`src/rtl/mem_port_arbiter_pkg.sv`:
```
// Shared definitions for the unified memory port arbiter: FSM states and the
// owner encoding, which doubles as the 2:1 address mux select.
package mem_port_arbiter_pkg;

  typedef enum logic [1:0] {
    IDLE   = 2'd0,
    ACCESS = 2'd1,
    WAIT   = 2'd2
  } state_e;

  localparam logic OWN_IF = 1'b0;
  localparam logic OWN_DM = 1'b1;

endpackage

```
`src/rtl/mem_port_arbiter_lat_counter.sv`:
```
// Loadable down-counter with a zero flag; saturates at zero when asked to
// decrement past it, so it is safe to reuse for other multi-cycle units.
module lat_counter #(
  parameter int W = 4
) (
  input  logic         clk,
  input  logic         rst,
  input  logic         load,
  input  logic [W-1:0] load_val,
  input  logic         dec,
  output logic         zero
);

  logic [W-1:0] cnt_q;
  logic [W-1:0] cnt_d;

  always_comb begin
    cnt_d = cnt_q;
    if (load) begin
      cnt_d = load_val;
    end else if (dec && (cnt_q != '0)) begin
      cnt_d = cnt_q - 1'b1;
    end
  end

  always_ff @(posedge clk) begin
    if (rst) begin
      cnt_q <= '0;
    end else begin
      cnt_q <= cnt_d;
    end
  end

  assign zero = (cnt_q == '0);

endmodule

```
`src/rtl/mem_port_arbiter.sv`:
```
// Round-robin arbiter sharing one fixed-latency memory port between fetch
// and data access; every access runs IDLE -> ACCESS -> WAIT -> IDLE.
module mem_port_arbiter
  import mem_port_arbiter_pkg::*;
#(
  parameter int MEM_LAT = 2,
  parameter int CNT_W   = 4
) (
  input  logic clk,
  input  logic rst,
  input  logic if_req,
  input  logic dm_req,
  input  logic dm_we,
  output logic addr_sel,
  output logic mem_en,
  output logic mem_we,
  output logic if_gnt,
  output logic dm_gnt,
  output logic if_done,
  output logic dm_done,
  output logic busy
);

  localparam logic [CNT_W-1:0] LAT_LOAD = CNT_W'(MEM_LAT - 1);

  // Handshake: a requester holds req high until its done pulse; grant and
  // done are single-cycle pulses and req is only looked at while IDLE.
  state_e state_q, state_d;
  logic   owner_q, owner_d;
  logic   last_owner_q, last_owner_d;
  logic   we_q, we_d;
  logic   winner;
  logic   cnt_load;
  logic   cnt_dec;
  logic   cnt_zero;

  always_comb begin
    state_d      = state_q;
    owner_d      = owner_q;
    last_owner_d = last_owner_q;
    we_d         = we_q;
    winner       = OWN_IF;
    cnt_load     = 1'b0;
    cnt_dec      = 1'b0;
    unique case (state_q)
      IDLE: begin
        // With both requesting, the side that did not go last wins.
        if (if_req && dm_req) begin
          winner = ~last_owner_q;
        end else if (dm_req) begin
          winner = OWN_DM;
        end else begin
          winner = OWN_IF;
        end
        if (if_req || dm_req) begin
          state_d      = ACCESS;
          owner_d      = winner;
          last_owner_d = winner;
          we_d         = (winner == OWN_DM) && dm_we;
        end
      end
      ACCESS: begin
        cnt_load = 1'b1;
        state_d  = WAIT;
      end
      WAIT: begin
        if (cnt_zero) begin
          state_d = IDLE;
        end else begin
          cnt_dec = 1'b1;
        end
      end
      default: state_d = IDLE;
    endcase
  end

  always_ff @(posedge clk) begin
    if (rst) begin
      state_q      <= IDLE;
      owner_q      <= OWN_IF;
      last_owner_q <= OWN_DM;
      we_q         <= 1'b0;
    end else begin
      state_q      <= state_d;
      owner_q      <= owner_d;
      last_owner_q <= last_owner_d;
      we_q         <= we_d;
    end
  end

  lat_counter #(
    .W(CNT_W)
  ) u_lat_counter (
    .clk      (clk),
    .rst      (rst),
    .load     (cnt_load),
    .load_val (LAT_LOAD),
    .dec      (cnt_dec),
    .zero     (cnt_zero)
  );

  // Outputs are pure decodes of registered state, so they are glitch-free
  // and drop to zero in the cycle after a reset edge.
  assign addr_sel = owner_q;
  assign mem_en   = (state_q == ACCESS);
  assign mem_we   = (state_q == ACCESS) && we_q;
  assign if_gnt   = (state_q == ACCESS) && (owner_q == OWN_IF);
  assign dm_gnt   = (state_q == ACCESS) && (owner_q == OWN_DM);
  assign if_done  = (state_q == WAIT) && cnt_zero && (owner_q == OWN_IF);
  assign dm_done  = (state_q == WAIT) && cnt_zero && (owner_q == OWN_DM);
  assign busy     = (state_q != IDLE);

endmodule

```
`config.mk`:
```
export PLATFORM = sky130hd
export DESIGN_NAME = mem_port_arbiter
export DESIGN_NICKNAME = d
export VERILOG_FILES = /design/src/rtl/mem_port_arbiter_pkg.sv /design/src/rtl/mem_port_arbiter_lat_counter.sv /design/src/rtl/mem_port_arbiter.sv
export SDC_FILE = /design/constraint.sdc
export NUM_CORES = 1
export LEC_CHECK = 0
export ABC_CLOCK_PERIOD_IN_PS = 2900
export BUFFER_PORTS_ARGS = -buffer_cell sky130_fd_sc_hd__buf_2
export CORE_UTILIZATION = 28
export CTS_CLUSTER_SIZE = 12
export DETAILED_ROUTE_END_ITERATION = 7
export MAX_ROUTING_LAYER = met4
export SLEW_MARGIN = 20
export SYNTH_ARGS = -nofsm -noshare
export SYNTH_HDL_FRONTEND = slang
export SYNTH_SLANG_ARGS = --single-unit
```
`constraint.sdc`:
```
create_clock -name clk -period 2.9 [get_ports clk]
set_input_delay 0 -clock clk [delete_from_list [all_inputs] [get_ports clk]]
set_output_delay 0 -clock clk [all_outputs]
set_load 0.01 [all_outputs]
```
==> metrics <==
status=finished with violations; failing checks=design-rule violations; Synth top area share=40.00%; Layout Nets=76; Final Wtd Congestion=roughly 0.74; post-synthesis area per instance=slightly above 8 sq um; sum of routed wire segments on met1=448 um; Final Hold Fails=0; initial core utilization=29.90%; Design Power=roughly 0.32 mW; drt pass-1 iters=6; final setup vio count=0; Lkg Pwr=0.2520 nW; setup bufs post-CTS=0; FILL cells=156; Critical Path Sink=dm_done; Row Count=14; critical setup path kind=flip-flop to primary output; pin count of the biggest net entering global routing=10; setup ws final=between 1 and 1.5 ns; clk sinks=9; GRT Util Overall=12.25%; maximum vdd drop=0.2185 mV; maximum buffer depth of the clock tree=2; cells on worst reg2reg path=5; R2R Path End=u_lat_counter.cnt_q[2]; Finished Cell Area=550.5 sq um; Pwr per Cell Area=572.3 nW/um^2; Post-Route Utilization=36.54%; 1st-iter DRT viols=13; die area=between 1500 and 2000 sq um; placement-stage cell area=523.0 sq um; min Tclk post-route=1.484 ns; Max Cap Violations=0; WL met2=396 um; DR top layer=met4; largest area contributor in the synthesized netlist=dfxtp_1; CTS buffer count=3; CP max FO=4; final antenna diode count=0; Startpoint Class=flip-flop; reg-to-reg startpoint=u_lat_counter.cnt_q[0]; die height=42.11 um; Port Buffers=12; wire length per cell after detailed routing=10.52 um; Hold Crit Class=input pin to flip-flop; HPWL after detailed placement=around 690 um; vias per cell=roughly 5.1; Final Skew=0.002187 ns; antenna violations before repair=0; synth top area cells=dfxtp_1, a21oi_1, nor2b_1; quantity of gates resized following cts=0; root buffer cell=clkbuf_4; # H-tree levels=1; TritonCTS clock tree=done; Slew @ Worst Pin=slightly below 0.5 ns; number of cells after detailed placement=81; RSZ-0062 raised after global routing=no; pre-CTS WS=1.463 ns; Post-CTS Hold Buffers=0; setup TNS=0 ns; Final Cycle Share=51.16%; Post-Syn Area=about 450 sq um; clock-pin slew on the worst setup and hold paths=about 0.07 ns; r2r setup slk=about 1.5 ns; sequential cell area fraction in the yosys report=about 40%; clock latency on the worst-skew pair=0.26 ns; fin. max-slew vios=0; number of synthesized flops with an enable pin=0; total wire length=894 um; critical path required time=2.90 ns; Final Hold Slack=about 0.018 ns; Synth-to-Final Area Change=22.22%; share of cells above drive strength 1=26.09%; first-pass GRT wire length=roughly 1.5 mm; number of synthesized register bits=9; DRC errors left=2; fmax=between 600 and 700 MHz; crit path launch=u_lat_counter.cnt_q[0]; Syn Inst Count=55; Syn. warnings=0; IO Count=13; post-synth cell types=25; WP data arrival=1.48 ns; Async SR Flop Fraction=0%; post-route ant nets=0; grt total ovfl=0; Worst setup EP type=primary output; met3 WL=36 um; DR vias=roughly 430; top_reg_cell synth=dfxtp_1; DIE WIDTH=roughly 42 um; Slew HR=67.48%; CORE AREA=about 1500 sq um; Mapped Nets=61; vias in the first global route=347; non-filler cells, final=85
-- metal layers --
layer	vias to the layer above	GRT usage [%]
li1	226	-
met1	195	15.51
met2	8	15.00
met3	2	6.466
met4	0	7.500
met5	-	-
-- cells in the mapped netlist (all sizes together), types with 2 or more instances --
| cell type | n |
|---|---|
| nor2b | 4 |
| nand3b | 2 |
| and2 | 2 |
| nor2 | 5 |
| a21oi | 5 |
| inv | 4 |
| and3 | 2 |
| o21ai | 3 |
| dfxtp | 9 |
| or3 | 2 |
| nand2 | 3 |
| a2111oi | 2 |
-- how the worst min path moves through the flow --
| stage | cells after the start | to | startpoint | slack (ns) |
|---|---|---|---|---|
| floorplan | 2 | we_q | dm_req | 0.15 |
| global placement | 3 | we_q | dm_we | 0.29 |
| detailed placement | 3 | we_q | dm_we | 0.30 |
| CTS | 3 | we_q | dm_we | 0.01 |
| global route | 3 | we_q | dm_we | 0.02 |
| finish | 3 | we_q | dm_we | 0.02 |
-- layout make-up --
type                       instances  area [sq um]  area share (%)
clock inverter                     1         5.005          0.9091
clock buffer                       3         22.52           4.091
tap                               16         20.02           3.636
multi-input combinational         40         247.7           45.00
inverter                           4         15.01           2.727
sequential                         9         180.2           32.73
timing repair buffer              12         60.06           10.91
-- layout by cell type, fill, tap and decap left out, drive strengths merged, types with 2 or more instances in the layout --
master	instances
a2111oi	2
a21oi	5
and2	2
and3	2
buf	12
clkbuf	3
dfxtp	9
inv	4
nand2	3
nand3b	2
nor2	5
nor2b	4
o21ai	3
or3	2
-- worst max-delay path: stages, from the launching register on --
cell,delay (ns)
dfxtp_1,0.32
inv_1,0.07
ha_1,0.20
nor3b_1,0.29
and3_1,0.21
buf_2,0.13
-- registers in the layout (all words and copies together) (netlist names) --
| register | count |
|---|---|
| state_q | 2 |
| we_q | 1 |
| u_lat_counter.cnt_q | 4 |
| last_owner_q | 1 |
| addr_sel | 1 |
-- logic make-up (layout without fill, tap and decap cells) --
kind of cell    after synthesis  after routing  synth area share (%)
fa+ha+maj                     1              1                 2.777
flops                         9              9                 40.00
buf+inv                       6             20                 4.997
simple gates                 26             26                 33.89
compound gates               13             13                 18.33
-- where the power goes --
group	total (mW)	internal, mW	switching, mW	leakage, nW
registers	0.146	0.135	0.0108	0.0739
logic	0.0709	0.0306	0.0403	0.160
clock network	0.0981	0.0510	0.0472	0.0177
Note: power is estimated with default switching activity, not from simulation.
